<file path="src/rtl/io_arbiter.sv">
// -----------------------------------------------------------------------------
// io_arbiter
//   Shares the single io port between NUM_REQ requesters (CPU pst/pld path,
//   debug/loader, future DMA). Round-robin arbitration, one transaction in
//   flight at a time, all outputs registered. Read data is returned with a
//   one-cycle completion pulse on done.
//
// Ports
//   clk, rst_n   clock, asynchronous active-low reset
//   req          level request per requester
//   req_write    1=write, 0=read, per requester
//   req_addr     packed addresses, requester i at [i*ADDR_W +: ADDR_W]
//   req_wdata    packed write data, requester i at [i*DATA_W +: DATA_W]
//   gnt          one-hot, high for exactly the ACCESS cycle
//   done         one-hot completion pulse
//   rdata        read data, valid with done, held until the next read capture
//   busy         high whenever the FSM is not IDLE
//   io_addr      io address (held outside ACCESS/WAIT)
//   io_data      io write data (held outside ACCESS/WAIT)
//   io_write     io write strobe, high only in ACCESS of a write
//   io_data_out  io read data
//
// State  | meaning
// -------+-------------------------------------------------------------
// IDLE   | no transaction; pick the next requester round-robin
// ACCESS | io port driven with latched operands for one cycle
// WAIT   | read latency countdown, io_addr held
// DONE   | done pulse to the granted requester
// -----------------------------------------------------------------------------
module io_arbiter #(
  parameter int NUM_REQ  = 2,
  parameter int ADDR_W   = 16,
  parameter int DATA_W   = 16,
  parameter int READ_LAT = 1
) (
  input  logic                        clk,
  input  logic                        rst_n,
  input  logic [NUM_REQ-1:0]          req,
  input  logic [NUM_REQ-1:0]          req_write,
  input  logic [NUM_REQ*ADDR_W-1:0]   req_addr,
  input  logic [NUM_REQ*DATA_W-1:0]   req_wdata,
  output logic [NUM_REQ-1:0]          gnt,
  output logic [NUM_REQ-1:0]          done,
  output logic [DATA_W-1:0]           rdata,
  output logic                        busy,
  output logic [ADDR_W-1:0]           io_addr,
  output logic [DATA_W-1:0]           io_data,
  output logic                        io_write,
  input  logic [DATA_W-1:0]           io_data_out
);

  localparam int         IDX_W    = (NUM_REQ > 1) ? $clog2(NUM_REQ) : 1;
  localparam logic [3:0] LAT_INIT = 4'(READ_LAT - 1);

  typedef enum logic [1:0] {IDLE, ACCESS, WAIT, DONE} state_e;

  state_e              state_q, state_d;
  logic [IDX_W-1:0]    last_q, last_d;
  logic [IDX_W-1:0]    idx_q, idx_d;
  logic                wr_q, wr_d;
  logic [3:0]          lat_q, lat_d;
  logic [NUM_REQ-1:0]  gnt_q, gnt_d;
  logic [NUM_REQ-1:0]  done_q, done_d;
  logic                busy_q, busy_d;
  logic                io_write_q, io_write_d;
  logic [ADDR_W-1:0]   io_addr_q, io_addr_d;
  logic [DATA_W-1:0]   io_data_q, io_data_d;
  logic [DATA_W-1:0]   rdata_q, rdata_d;

  logic                found;
  logic [IDX_W-1:0]    sel;
  logic [IDX_W-1:0]    cand;

  // Round-robin pick: scan from last+1 upward with wrap. Iterating the
  // offset downward lets the nearest candidate overwrite farther ones.
  always_comb begin
    found = 1'b0;
    sel   = '0;
    cand  = '0;
    for (int k = NUM_REQ; k >= 1; k--) begin
      cand = IDX_W'((int'(last_q) + k) % NUM_REQ);
      if (req[cand]) begin
        found = 1'b1;
        sel   = cand;
      end
    end
  end

  // Outputs are registered, so they are computed from the state being entered.
  always_comb begin
    state_d    = state_q;
    last_d     = last_q;
    idx_d      = idx_q;
    wr_d       = wr_q;
    lat_d      = lat_q;
    gnt_d      = '0;
    done_d     = '0;
    io_write_d = 1'b0;
    io_addr_d  = io_addr_q;
    io_data_d  = io_data_q;
    rdata_d    = rdata_q;

    case (state_q)
      IDLE: begin
        if (found) begin
          state_d    = ACCESS;
          idx_d      = sel;
          last_d     = sel;
          wr_d       = req_write[sel];
          lat_d      = LAT_INIT;
          io_addr_d  = req_addr[int'(sel)*ADDR_W +: ADDR_W];
          io_data_d  = req_wdata[int'(sel)*DATA_W +: DATA_W];
          io_write_d = req_write[sel];
          gnt_d[sel] = 1'b1;
        end
      end
      ACCESS: begin
        if (wr_q) begin
          state_d       = DONE;
          done_d[idx_q] = 1'b1;
        end else if (lat_q == 4'd0) begin
          rdata_d       = io_data_out;
          state_d       = DONE;
          done_d[idx_q] = 1'b1;
        end else begin
          lat_d   = lat_q - 4'd1;
          state_d = WAIT;
        end
      end
      WAIT: begin
        if (lat_q == 4'd0) begin
          rdata_d       = io_data_out;
          state_d       = DONE;
          done_d[idx_q] = 1'b1;
        end else begin
          lat_d = lat_q - 4'd1;
        end
      end
      DONE: begin
        state_d = IDLE;
      end
      default: begin
        state_d = IDLE;
      end
    endcase

    busy_d = (state_d != IDLE);
  end

  always_ff @(posedge clk or negedge rst_n) begin
    if (!rst_n) begin
      state_q    <= IDLE;
      last_q     <= IDX_W'(NUM_REQ - 1);
      idx_q      <= '0;
      wr_q       <= 1'b0;
      lat_q      <= '0;
      gnt_q      <= '0;
      done_q     <= '0;
      busy_q     <= 1'b0;
      io_write_q <= 1'b0;
      io_addr_q  <= '0;
      io_data_q  <= '0;
      rdata_q    <= '0;
    end else begin
      state_q    <= state_d;
      last_q     <= last_d;
      idx_q      <= idx_d;
      wr_q       <= wr_d;
      lat_q      <= lat_d;
      gnt_q      <= gnt_d;
      done_q     <= done_d;
      busy_q     <= busy_d;
      io_write_q <= io_write_d;
      io_addr_q  <= io_addr_d;
      io_data_q  <= io_data_d;
      rdata_q    <= rdata_d;
    end
  end

  assign gnt      = gnt_q;
  assign done     = done_q;
  assign busy     = busy_q;
  assign io_write = io_write_q;
  assign io_addr  = io_addr_q;
  assign io_data  = io_data_q;
  assign rdata    = rdata_q;

endmodule
</file>
<file path="config.mk">
export PLATFORM = sky130hd
export DESIGN_NAME = io_arbiter
export DESIGN_NICKNAME = d
export VERILOG_FILES = /design/src/rtl/io_arbiter.sv
export SDC_FILE = /design/constraint.sdc
export NUM_CORES = 1
export LEC_CHECK = 0
export CORE_MARGIN = 2
export CORE_UTILIZATION = 65
export CTS_CLUSTER_DIAMETER = 30
export CTS_CLUSTER_SIZE = 24
export DETAILED_ROUTE_END_ITERATION = 16
export DONT_BUFFER_PORTS = 1
export GPL_ROUTABILITY_DRIVEN = 0
export PLACE_DENSITY = 0.81
export SETUP_SLACK_MARGIN = 0.4
export SLEW_MARGIN = 10
export SYNTH_ARGS = -nofsm -noshare
export SYNTH_HDL_FRONTEND = slang
export SYNTH_SLANG_ARGS = --single-unit
</file>
<file path="constraint.sdc">
create_clock -name clk -period 3.8 [get_ports clk]
set_input_delay 0.38 -clock clk [delete_from_list [all_inputs] [get_ports clk]]
set_output_delay 0.38 -clock clk [all_outputs]
set_load 0.1 [all_outputs]
</file>
# Yosys cells after proc, flatten, opt, wreduce, memory -nomap -nowiden
# Index checks and enable logic that the tools add are counted.
# classes
add_sub_neg	3
multipliers	0
n_div	0
magnitude_cmp	6
n_eq_ne	5
shifts	2
n_mux	33
n_bitwise	0
reduce_logical	10
# ops
op	n
32-bit by 6-bit variable part select with 16-bit output	2
16-bit 2-to-1 mux	2
16-bit one-hot mux with 2 select lines	1
1-bit 2-to-1 mux	16
2-bit 2-to-1 mux	6
4-bit 2-to-1 mux	3
4-bit one-hot mux with 3 select lines	1
1-bit by 2-bit less-than comparator with 1-bit output (second input constant)	4
2-bit one-hot mux with 4 select lines	1
2-bit == test (second input constant)	2
4-bit logical NOT	1
2-bit inequality test (second input constant)	2
2-bit one-hot mux with 2 select lines	1
2-bit AND reduction	2
2-bit nonzero test	2
4-bit by 1-bit subtractor with 4-bit output (second input constant)	1
3-bit AND reduction	1
3-bit nonzero test	1
1-bit adder (second input constant)	2
1-bit demux with 1-bit select	2
2-bit by 1-bit == test with 1-bit output (second input constant)	1
1-bit greater-or-equal comparator (second input constant)	2
1-bit logical AND	2
2-bit logical NOT	1
# word_totals
ff_bits	63
latchBits	0
mem_bits_rw	0
rom_bits	0
inputBits	86
output_inout_bits	54
word_cells	71
n_memories	0

# Logic depth before layout (Yosys ltp)
# Gate-level depths: netlist of the first run.
# depth
word_depth	11
ltp_mapped	8
depth_no_buf	5

# Worst setup path before layout of the first run
# OpenSTA, ideal clock, no wires.
# synth_path
path_kind	reg2reg
startpoint	reg state_q[0]
endpoint	reg rdata_q[0], in the netlist rdata[0]
setup_time_ps	125
arrival_ps	1751
required_time_ps	3675
setup_slack_ps	1923
stages_incl_launch_ff	7
path_buffers	2
cell_sequence	dfrtp_1 ha_1 and2_0 buf_2 nor3b_4 buf_6 mux2_2
# synth_between
elab_chain_len	3
elab_cells_between_ends	6
classes_between	eq/ne: 3; mux: 1; reduce/logical: 2
# synth_lines
item	line_no	rtl
start: declaration	57	state_e state_q, state_d;
start signal: assignment	165	state_q <= state_d;
2-bit by 1-bit == test with 1-bit output / 2-bit == test (equally long branches)	103	case (state_q)
2-bit inequality test (no source line) / 2-bit nonzero test (equally long branches)	--	
2-bit AND reduction (no source line)	--	
end signal: assignment	176	rdata_q <= rdata_d;
end: declaration	68	logic [DATA_W-1:0] rdata_q, rdata_d;
# Several ways; a longest one is shown, not always the timed one.
# A chain may end at the register's enable or synchronous reset.

# Worst setup path in the final report of the first run
# layout_path
startpoint	reg state_q[0]
endpoint	reg io_data_q[5], in the netlist io_data[5]
# layout_between
elab_chain_len	2
# layout_lines
item	line_no	rtl
2-bit logical NOT	103	
2-bit AND reduction (no source line)	--	
end signal: assignment	175	io_data_q <= io_data_d;
end: declaration	67	logic [DATA_W-1:0] io_data_q, io_data_d;
# No other way between the ends.

==> reports/results.txt, run 1 <==
Result of the run: completed
Number of warning messages in the yosys log: 0
Register bit total from synthesis: 63
Number of clock sinks: 63
Summed instance area of the synthesized netlist: 2790 um^2
Sum of net half-perimeters after detailed placement: 4340 um
Fin Clk Skew: 7.09 ps
Number of flops mapped to enable cells by yosys: 0
Initial cell density of the core: 68.8%
Total number of placement rows: 23
Synth cell types: 39
Area leader, netlist: sky130_fd_sc_hd__dfrtp_1
Peak clock frequency supported by timing: 0.375 GHz
Commonest cells in the synthesized netlist: 62 x sky130_fd_sc_hd__dfrtp_1, 23 x sky130_fd_sc_hd__o21ai_0, 21 x sky130_fd_sc_hd__mux2i_1, 21 x sky130_fd_sc_hd__nand2_1, 16 x sky130_fd_sc_hd__mux2_2
Via count of the first global-routing pass: 1881
Depth of the CTS H-tree: 3
Count of input and output buffers: 0
Root cell of the clock tree: sky130_fd_sc_hd__clkbuf_8
Number of detailed-route iterations in the first pass: 4
X dimension of the die: 69.5 um
CTS tree: yes
Largest net degree at the start of global routing: 64
Most frequently used cell type in the post-synthesis netlist: sky130_fd_sc_hd__dfrtp_1
Average vias per placed instance: 6.61
GRT Overall Usage: 25.7%
Floorplan die area: 4830 um^2
ANT cells: 0
Number of nets in the final layout: 320
Post-Synthesis Net Count: 320
Timing startpoint of the critical path: state_q[0]$_DFF_PN0_
Area added between synthesis and finish: 9.60%
I/O Pins: 140
Final period utilization: 70.2%
Mean post-synth cell area: 12.1 um^2
Die Y-Extent: 69.5 um
Sequential cell area fraction in the yosys report: 56.5%
Hold WC Path Type: input pin to register
GRT overflow: 0
Routed via count: 1883
Crit start category: register
Reported max-cap violation count: 0
Post-route minimum period: 2670 ps
Post-route DRC: 0
Area share of the leading cell type in the synthesized netlist: 55.6%
Kind of end point of the critical path: register
Worst Tran Pin Value: 1160 ps
Final Hold Violating Endpoints: 0
Cts-stage hold buffer count: 2
First-iteration detailed-routing DRC count: 120
Critical path required time: 4070 ps
Buffers inserted by post-CTS timing repair: 0
Latest clock arrival within the worst-skew pair: 330 ps
Post-detailed-route wirelength per cell: 20.8 um
Data arrival time of the worst path: 2940 ps
Inserted Clock Buffers: 9
Setup repair after global routing missed its margin: no
Startpoint of the worst-slack reg-to-reg timing path: state_q[0]$_DFF_PN0_
Clock transition at path regs: 70 ps
Number of routed nets with antenna violations: 0
Number of setup violations in the final report: 0
Source of the worst hold timing path: req[0]
Number of gates resized after CTS: 0
Clock Path Buffers: 2
Most common flop cell mapped by yosys: sky130_fd_sc_hd__dfrtp_1
Share of synthesized registers carrying an async set or reset: 100%
Total count of max-transition violations in the final report: 0
Worst Path Max Fanout: 57
Cells after Synth: 230
Slew margin rel.: 22.6%
Core Area: 4060 um^2
Final sum of negative setup slack: 0 ps
Category of the most critical setup path: register to register
Global-route wire length before repair: 9530 um
Fraction of layout instances using a drive strength above 1: 16.6%
Ranking of synthesized cells by area: sky130_fd_sc_hd__dfrtp_1 56%, sky130_fd_sc_hd__mux2i_1 7.5%, sky130_fd_sc_hd__mux2_2 6.5%
Total wire length after detailed routing: 5930 um
Antenna violations before repair: 0
[cell usage in the layout, fill, tap and decap left out, types with 3 or more instances in the layout]
cell and count:
sky130_fd_sc_hd__dfrtp_1 62, sky130_fd_sc_hd__o21ai_0 22, sky130_fd_sc_hd__mux2i_1 21, sky130_fd_sc_hd__nand2_1 21
sky130_fd_sc_hd__mux2_2 16, sky130_fd_sc_hd__and3_1 14, sky130_fd_sc_hd__a221o_1 13, sky130_fd_sc_hd__clkbuf_8 12
sky130_fd_sc_hd__inv_1 5, sky130_fd_sc_hd__ha_1 4, sky130_fd_sc_hd__nor2_1 3, sky130_fd_sc_hd__nor4_1 3
[worst max-delay path, cell delays in order, from the launching register on]
cell and delay, ps:
sky130_fd_sc_hd__dfrtp_1 410, sky130_fd_sc_hd__inv_1 110, sky130_fd_sc_hd__ha_1 570, sky130_fd_sc_hd__o21ai_4 460, sky130_fd_sc_hd__nor2_1 770, sky130_fd_sc_hd__a221o_1 280
[layout make-up]
type,instances,area [um^2]
fill,258,1000
sequential,63,1580
timing repair buffer,3,45.0
clock inverter,3,40.0
clock buffer,13,169
tap,50,62.6
inverter,5,18.8
multi-input combinational,148,1140
[state kept, by name (all words and copies together) (netlist names), 2 cells and up]
register  cells
state_q       2
io_addr      16
done          2
io_data      16
lat_q         4
rdata        16
gnt           2
[routing by layer]
layer	vias up	global-route usage [%]	part of all wire, %
met2	102	43.2	53
li1	843	-	-
met4	0	12.4	2.0
met5	-	0	0
met1	927	30.0	37
met3	11	8.14	8.1
[worst paths after layout]
kind	to	slack, ps	cells past startpoint
worst max-delay path	io_data[5]$_DFFE_PN0P_	1130	5
worst min-delay path	last_q$_DFFE_PN1P_	100	1
worst max register to register	io_data[5]$_DFFE_PN0P_	1130	5
worst min register to register	done[0]$_DFF_PN0_	460	1
max in group asynchronous	last_q$_DFFE_PN1P_	2940	2
min in group asynchronous	io_addr[7]$_DFFE_PN0P_	570	2
[logic make-up (layout without fill, tap and decap cells)]
kind of cell               count (synthesis)  after routing  synth area share (%)
and+or+nand+nor                           60             60                  12.9
muxes                                     37             37                  14.0
DFF                                       63             63                  56.5
buffers and inverters                     19             24                  3.09
adders and majority gates                  4              4                  1.79
AOI/OAI and AO/OA                         47             47                  11.7
[metrics by stage]
step           instance area (um^2)  hold WS, ps  instances  utilization, %  setup slack, ps
2_1_floorplan                  2790         84.4        230               -             1920
3_5_place_dp                   2810         85.6        267            69.3             1130
3_3_place_gp                   2810         86.0        267            69.3             1400
6_report                       3060         99.5        285            75.4             1130
5_1_grt                        3060         93.6        285            75.4              876
4_1_cts                        3060         90.6        285            75.4             1120
Power of run 1 is not shown: default switching activity piles up to over one toggle a cycle in this logic, so the estimate is an artifact.
==> run 2: changes to the inputs <==
--- a/config.mk
+++ b/config.mk
@@ -5,14 +5,15 @@
 export SDC_FILE = /design/constraint.sdc
 export NUM_CORES = 1
 export LEC_CHECK = 0
+export ABC_AREA = 1
 export CORE_MARGIN = 2
-export CORE_UTILIZATION = 65
+export CORE_UTILIZATION = 56
 export CTS_CLUSTER_DIAMETER = 30
 export CTS_CLUSTER_SIZE = 24
 export DETAILED_ROUTE_END_ITERATION = 16
 export DONT_BUFFER_PORTS = 1
 export GPL_ROUTABILITY_DRIVEN = 0
-export PLACE_DENSITY = 0.81
+export PLACE_DENSITY = 0.74
 export SETUP_SLACK_MARGIN = 0.4
 export SLEW_MARGIN = 10
 export SYNTH_ARGS = -nofsm -noshare
==> constraint.sdc (replaced) <==
create_clock -name clk -period 2.1 [get_ports clk]
set_input_delay 0.21 -clock clk [delete_from_list [all_inputs] [get_ports clk]]
set_output_delay 0.21 -clock clk [all_outputs]
set_load 0.1 [all_outputs]
==> reports/results.txt, run 2 <==
Total number of cells along the worst setup path: 7
Total count of max-transition violations in the final report: 0
Data arrival time of the worst path: 1870 ps
Inserted Clock Buffers: 9
Depth of the CTS H-tree: 3
Kind of end point of the critical path: register
First-iteration detailed-routing DRC count: 148
Number of setup violations in the final report: 0
Reported max-cap violation count: 0
Area share of the leading cell type in the synthesized netlist: 54.9%
Final Hold Violating Endpoints: 0
Register bit total from synthesis: 63
Category of the most critical setup path: register to register
Final sum of negative setup slack: 0 ps
Critical path required time: 2370 ps
Area added between synthesis and finish: 27.6%
Core Area: 4790 um^2
Initial cell density of the core: 59.1%
Mean post-synth cell area: 8.47 um^2
Worst-path cell with the longest stage delay: sky130_fd_sc_hd__dfrtp_1
Maximum cell stage delay along the critical path: 380 ps
ANT cells: 0
Routing usage on met1: 26.0%
Result of the run: completed
Setup repair after global routing missed its margin: yes
Number of clock sinks: 63
Number of filler instances in the final layout: 346
Commonest cells in the synthesized netlist: 115 x sky130_fd_sc_hd__nand2_1, 62 x sky130_fd_sc_hd__dfrtp_1, 52 x sky130_fd_sc_hd__nand3_1
Hold WC Path Type: input pin to register
Clock Path Buffers: 2
Cells after Synth: 334
Ranking of synthesized cells by area: sky130_fd_sc_hd__dfrtp_1 55%, sky130_fd_sc_hd__nand2_1 15%, sky130_fd_sc_hd__nand3_1 9.2%
Number of routed nets with antenna violations: 0
Worst R2R Setup Slack: 500 ps
Latest clock arrival within the worst-skew pair: 330 ps
Crit start category: register
Busiest layer in global routing: met2
Peak clock frequency supported by timing: 0.623 GHz
Most frequently used cell type in the post-synthesis netlist: sky130_fd_sc_hd__nand2_1
Post-detailed-route wirelength per cell: 14.2 um
Fraction of layout instances using a drive strength above 1: 22.4%
Floorplan die area: 5630 um^2
Highest-count cells in the layout ignoring fill and taps: 115 x sky130_fd_sc_hd__nand2_1, 62 x sky130_fd_sc_hd__dfrtp_1, 59 x sky130_fd_sc_hd__buf_4
Worst path top cell family by delay: buffers and inverters
Synth cell types: 21
Area leader, netlist: sky130_fd_sc_hd__dfrtp_1
Sequential cell area fraction in the yosys report: 55.8%
Number of detailed-route iterations in the first pass: 4
Total buffers and inverters traversed by the critical path: 3
Number of nets in the final layout: 487
Worst Tran Pin Value: 470 ps
Fin Clk Skew: 10.7 ps
Sum of net half-perimeters after detailed placement: 4580 um
Worst r2r path cells: 7
Grt met2 use: 40.4%
GRT Overall Usage: 23.4%
Share of synthesized registers carrying an async set or reset: 100%
Via count of the first global-routing pass: 2297
Utilization after layout: 75.4%
Global-route met3 utilization: 6.56%
Clock transition at path regs: 70 ps
Root cell of the clock tree: sky130_fd_sc_hd__clkbuf_8
Post-Synthesis Net Count: 424
Most common flop cell mapped by yosys: sky130_fd_sc_hd__dfrtp_1
Die Y-Extent: 75.1 um
CP Cell Sequence: inv_1 -> ha_1 -> inv_2 -> nor2_4 -> buf_12 -> o211ai_1 -> nand2_1
X dimension of the die: 75.1 um
Antenna violations before repair: 0
Count of input and output buffers: 0
GRT overflow: 0
Slew margin rel.: 68.6%
Number of warning messages in the yosys log: 0
Final period utilization: 76.4%
Routed via count: 2499
I/O Pins: 140
CTS tree: yes
Global-route wire length before repair: 9850 um
Worst Path Max Fanout: 41
Worst hold path cell count: 2
Average vias per placed instance: 5.33
Total number of placement rows: 25
Commonest non-fill, non-tap cell in the layout: sky130_fd_sc_hd__nand2_1
Summed instance area of the synthesized netlist: 2830 um^2
Total wire length after detailed routing: 6640 um
Post-route minimum period: 1600 ps
Post-route DRC: 0
Largest net degree at the start of global routing: 64
Number of flops mapped to enable cells by yosys: 0
==> run 2: layer usage <==
layer	vias to the layer above	part of all wire, %
li1	1214	-
met1	1159	38
met2	118	52
met3	8	9.3
met4	0	1.0
met5	-	0
==> run 2: logic make-up after synthesis <==
family | count (synthesis) | synth area share (%)
and+or+nand+nor | 206 | 31.2
DFF | 63 | 55.8
AOI/OAI and AO/OA | 29 | 6.11
adders and majority gates | 4 | 1.77
buffers and inverters | 32 | 5.09
==> run 2: worst paths after layout <==
check	end	start
setup / recovery	wr_q$_DFFE_PN0P_	state_q[0]$_DFF_PN0_
hold / removal	io_data[7]$_DFFE_PN0P_	req_wdata[7]
setup reg to reg	wr_q$_DFFE_PN0P_	state_q[0]$_DFF_PN0_
hold reg to reg	done[0]$_DFF_PN0_	idx_q$_DFFE_PN0P_
max in group asynchronous	last_q$_DFFE_PN1P_	rst_n
min in group asynchronous	rdata[15]$_DFFE_PN0P_	rst_n
==> run 2: per-stage QoR <==
step | worst slack [ps] | instances | hold slack [ps] | instance area, um^2
6_report | 495 | 469 | 14.9 | 3610
2_1_floorplan | 708 | 334 | -85.6 | 2830
5_1_grt | 395 | 469 | 9.36 | 3610
3_5_place_dp | 486 | 441 | -84.0 | 3260
3_3_place_gp | 519 | 441 | -84.0 | 3260
4_1_cts | 468 | 465 | 2.42 | 3570
==> run 2: area by class of cell <==
| cell class | instances | area, um^2 | share of cell area [%] |
|---|---|---|---|
| Inverter | 16 | 60.1 | 1.66 |
| Tap cell | 67 | 83.8 | 2.32 |
| Sequential cell | 63 | 1580 | 43.7 |
| Multi-Input combinational cell | 239 | 1120 | 30.9 |
| Clock inverter | 3 | 40.0 | 1.11 |
| Clock buffer | 13 | 169 | 4.68 |
| Timing Repair Buffer | 68 | 561 | 15.5 |
==> run 2: repair_timing <==
item / in CTS / in global routing
hold buffers: 8 / 0
gates resized for setup: 0 / 2
buffers inserted: 0 / 4
endpoints found under the setup margin: 0 / 33
endpoints found under the hold margin: 69 / 0
==> run 2: worst reg2reg max path, stage by stage (launching register included) <==
cell	delay [ps]
sky130_fd_sc_hd__dfrtp_1	380
sky130_fd_sc_hd__inv_1	140
sky130_fd_sc_hd__ha_1	250
sky130_fd_sc_hd__inv_2	90
sky130_fd_sc_hd__nor2_4	170
sky130_fd_sc_hd__buf_12	210
sky130_fd_sc_hd__o211ai_1	190
sky130_fd_sc_hd__nand2_1	100
Power of run 2 is left out for the same reason.
==> run 3: changes to the inputs <==
--- a/config.mk
+++ b/config.mk
@@ -5,15 +5,15 @@
 export SDC_FILE = /design/constraint.sdc
 export NUM_CORES = 1
 export LEC_CHECK = 0
-export ABC_AREA = 1
+export ABC_AREA = 0
 export CORE_MARGIN = 2
-export CORE_UTILIZATION = 56
+export CORE_UTILIZATION = 62
 export CTS_CLUSTER_DIAMETER = 30
 export CTS_CLUSTER_SIZE = 24
 export DETAILED_ROUTE_END_ITERATION = 16
 export DONT_BUFFER_PORTS = 1
 export GPL_ROUTABILITY_DRIVEN = 0
-export PLACE_DENSITY = 0.74
+export PLACE_DENSITY = 0.78
 export SETUP_SLACK_MARGIN = 0.4
 export SLEW_MARGIN = 10
 export SYNTH_ARGS = -nofsm -noshare
==> constraint.sdc (replaced) <==
create_clock -name clk -period 1.5 [get_ports clk]
set_input_delay 0.15 -clock clk [delete_from_list [all_inputs] [get_ports clk]]
set_output_delay 0.15 -clock clk [all_outputs]
set_load 0.1 [all_outputs]
==> reports/results.txt, run 3 <==
Result of the run: did not finish
Failing step: 4_1_cts
Err: [ERROR DPL-0038] Utilization greater than 100%, impossible to legalize
I/O Pins: 140
Number of flops mapped to enable cells by yosys: 0
Most common flop cell mapped by yosys: sky130_fd_sc_hd__dfrtp_1
Post-Synthesis Net Count: 320
Number of clock sinks: 63
Die Y-Extent: 71.1 um
Initial cell density of the core: 64.1%
Total number of placement rows: 24
Inserted Clock Buffers: 9
Sequential cell area fraction in the yosys report: 56.5%
Ranking of synthesized cells by area: sky130_fd_sc_hd__dfrtp_1 56%, sky130_fd_sc_hd__mux2i_1 7.5%, sky130_fd_sc_hd__mux2_2 6.5%
Area share of the leading cell type in the synthesized netlist: 55.6%
Clock Path Buffers: 2
Buffers inserted by post-CTS timing repair: 20
Register bit total from synthesis: 63
Depth of the CTS H-tree: 3
X dimension of the die: 71.1 um
Cts-stage hold buffer count: 35
Root cell of the clock tree: sky130_fd_sc_hd__clkbuf_8
Sum of net half-perimeters after detailed placement: 5270 um
Number of warning messages in the yosys log: 0
Count of input and output buffers: 0
Share of synthesized registers carrying an async set or reset: 100%
Number of gates resized after CTS: 169
Summed instance area of the synthesized netlist: 2790 um^2
Commonest cells in the synthesized netlist: 62 x sky130_fd_sc_hd__dfrtp_1, 23 x sky130_fd_sc_hd__o21ai_0, 21 x sky130_fd_sc_hd__mux2i_1, 21 x sky130_fd_sc_hd__nand2_1, 16 x sky130_fd_sc_hd__mux2_2
Area leader, netlist: sky130_fd_sc_hd__dfrtp_1
Most frequently used cell type in the post-synthesis netlist: sky130_fd_sc_hd__dfrtp_1
Synth cell types: 39
Cells after Synth: 230
Mean post-synth cell area: 12.1 um^2
==> run 3: cells by family after synthesis <==
family,after synthesis,synth area share (%)
buffers and inverters,19,3.09
adders and majority gates,4,1.79
AOI/OAI and AO/OA,47,11.7
muxes,37,14.0
and+or+nand+nor,60,12.9
DFF,63,56.5
==> run 3: metrics by stage <==
step / hold slack (ps) / cell area (um^2) / setup slack (ps) / std cells / util, %
detailed placement: -144 / 3530 / -233 / 350 / 81.1
floorplan: -146 / 2960 / -357 / 230 / -
global placement: -144 / 3530 / -141 / 350 / 81.1
==> run 4: changes to the inputs <==
--- a/config.mk
+++ b/config.mk
@@ -7,14 +7,11 @@
 export LEC_CHECK = 0
 export ABC_AREA = 0
 export CORE_MARGIN = 2
-export CORE_UTILIZATION = 62
-export CTS_CLUSTER_DIAMETER = 30
-export CTS_CLUSTER_SIZE = 24
+export CORE_UTILIZATION = 40
 export DETAILED_ROUTE_END_ITERATION = 16
 export DONT_BUFFER_PORTS = 1
 export GPL_ROUTABILITY_DRIVEN = 0
-export PLACE_DENSITY = 0.78
-export SETUP_SLACK_MARGIN = 0.4
+export PLACE_DENSITY_LB_ADDON = 0.15
 export SLEW_MARGIN = 10
 export SYNTH_ARGS = -nofsm -noshare
 export SYNTH_HDL_FRONTEND = slang
==> reports/results.txt, run 4 (same netlist as run 1, synthesis figures left out) <==
Clock Path Buffers: 2
Fin Clk Skew: 5.85 ps
ANT cells: 0
Placed cell count: 376
Reported max-cap violation count: 0
Fraction of layout instances using a drive strength above 1: 50.1%
Depth of the CTS H-tree: 3
Initial cell density of the core: 41.3%
Worst path top cell family by delay: simple AND/OR/NAND/NOR gates
Core Area: 6760 um^2
Kind of end point of the critical path: register
Hold WC Path Type: input pin to async pin
Worst Slack Setup Final: -203 ps
Total buffers and inverters traversed by the critical path: 1
Critical path required time: 1720 ps
Count of input and output buffers: 0
CP Cell Sequence: inv_2 -> ha_4 -> nor3b_4 -> or3_4 -> a221o_1
Total count of max-transition violations in the final report: 0
Worst Tran Pin Value: 371 ps
Number of setup violations in the final report: 47
Number of clock sinks: 63
X dimension of the die: 87.5 um
GRT overflow: 0
Worst Path Max Fanout: 4
CTS tree: yes
Post-place setup slack: -220 ps
Inserted Clock Buffers: 9
Area added between synthesis and finish: 68.3%
Slew margin rel.: 74.9%
Violations in the final reports: hold timing, setup timing
Latest clock arrival within the worst-skew pair: 340 ps
Smallest hold slack: -496 ps
Category of the most critical setup path: register to register
Average vias per placed instance: 5.37
Peak clock frequency supported by timing: 0.587 GHz
Floorplan die area: 7660 um^2
Root cell of the clock tree: sky130_fd_sc_hd__clkbuf_8
Via count of the first global-routing pass: 2392
Post-route minimum period: 1700 ps
Crit start category: register
Routed via count: 2402
Antenna violations before repair: 0
Sum of net half-perimeters after detailed placement: 4530 um
Number of detailed-route iterations in the first pass: 4
Global-route wire length before repair: 12000 um
Total area of multi-input combinational cells: 1500 um^2
Post-route DRC: 0
GRT Overall Usage: 20.7%
Number of routed nets with antenna violations: 0
Total wire length after detailed routing: 8070 um
Setup repair after global routing missed its margin: yes
Largest net degree at the start of global routing: 64
Commonest non-fill, non-tap cell in the layout: sky130_fd_sc_hd__buf_4
Final period utilization: 114%
Cts-stage hold buffer count: 39
Result of the run: finished, violations left
First-iteration detailed-routing DRC count: 69
Data arrival time of the worst path: 1920 ps
Number of filler instances in the final layout: 474
Worst-path cell with the longest stage delay: sky130_fd_sc_hd__dfrtp_1
Clock transition at path regs: 60 ps
Total number of placement rows: 30
Maximum cell stage delay along the critical path: 420 ps
Final Hold Violating Endpoints: 63
Number of standard cells in the layout, taps in and fillers out: 447
Die Y-Extent: 87.5 um
Post-detailed-route wirelength per cell: 18.0 um
Number of nets in the final layout: 455
Seq. cell area: 1580 um^2
Highest-count cells in the layout ignoring fill and taps: 79 x sky130_fd_sc_hd__buf_4, 62 x sky130_fd_sc_hd__dfrtp_1, 39 x sky130_fd_sc_hd__dlygate4sd3_1
I/O Pins: 140
==> run 4: final timing paths <==
path                                           start                      end  slack [ps]  cells past startpoint
worst max-delay path            state_q[0]$_DFF_PN0_     lat_q[1]$_DFFE_PN0P_        -200                      5
worst min-delay path                           rst_n       io_write$_DFF_PN0_        -500                      0
worst max register to register  state_q[0]$_DFF_PN0_     lat_q[1]$_DFFE_PN0P_        -200                      5
worst min register to register     idx_q$_DFFE_PN0P_        done[0]$_DFF_PN0_         460                      1
max in group asynchronous                      rst_n       last_q$_DFFE_PN1P_        1800                      0
min in group clk                       req_wdata[31]  io_data[15]$_DFFE_PN0P_          20                      2
==> run 4: stage by stage <==
step,TNS (ps),utilization (%),area [um^2]
detailed placement,-6570,52.3,3530
global route,-9280,69.5,4690
finish,-5000,69.5,4690
floorplan,-5060,-,2870
global placement,-5120,52.3,3530
CTS,-5620,67.7,4580
==> run 4: area by class of cell <==
cell class | instances | share of cell area (%)
Clock inverter | 2 | 0.213
Sequential cell | 63 | 33.6
Inverter | 5 | 0.400
Tap cell | 80 | 2.13
Timing Repair Buffer | 138 | 28.7
Clock buffer | 11 | 3.01
Multi-Input combinational cell | 148 | 31.9
==> run 4: timing repair <==
| item | CTS | global route |
|---|---|---|
| gates resized for setup | 74 | 41 |
| endpoints found under the hold margin | 97 | 63 |
| endpoints found under the setup margin | 54 | 59 |
| cloned | 8 | 1 |
| setup buffers | 14 | 1 |
| pin swaps | 16 | 25 |
==> run 4: per-layer routing <==
metal,share of wire [%],up-vias,GRT usage (%)
met2,55,75,35.5
li1,-,1122,-
met3,4.5,12,4.55
met4,1.5,0,9.09
met5,0,-,0
met1,39,1193,25.1
Power of run 4 is left out for the same reason.
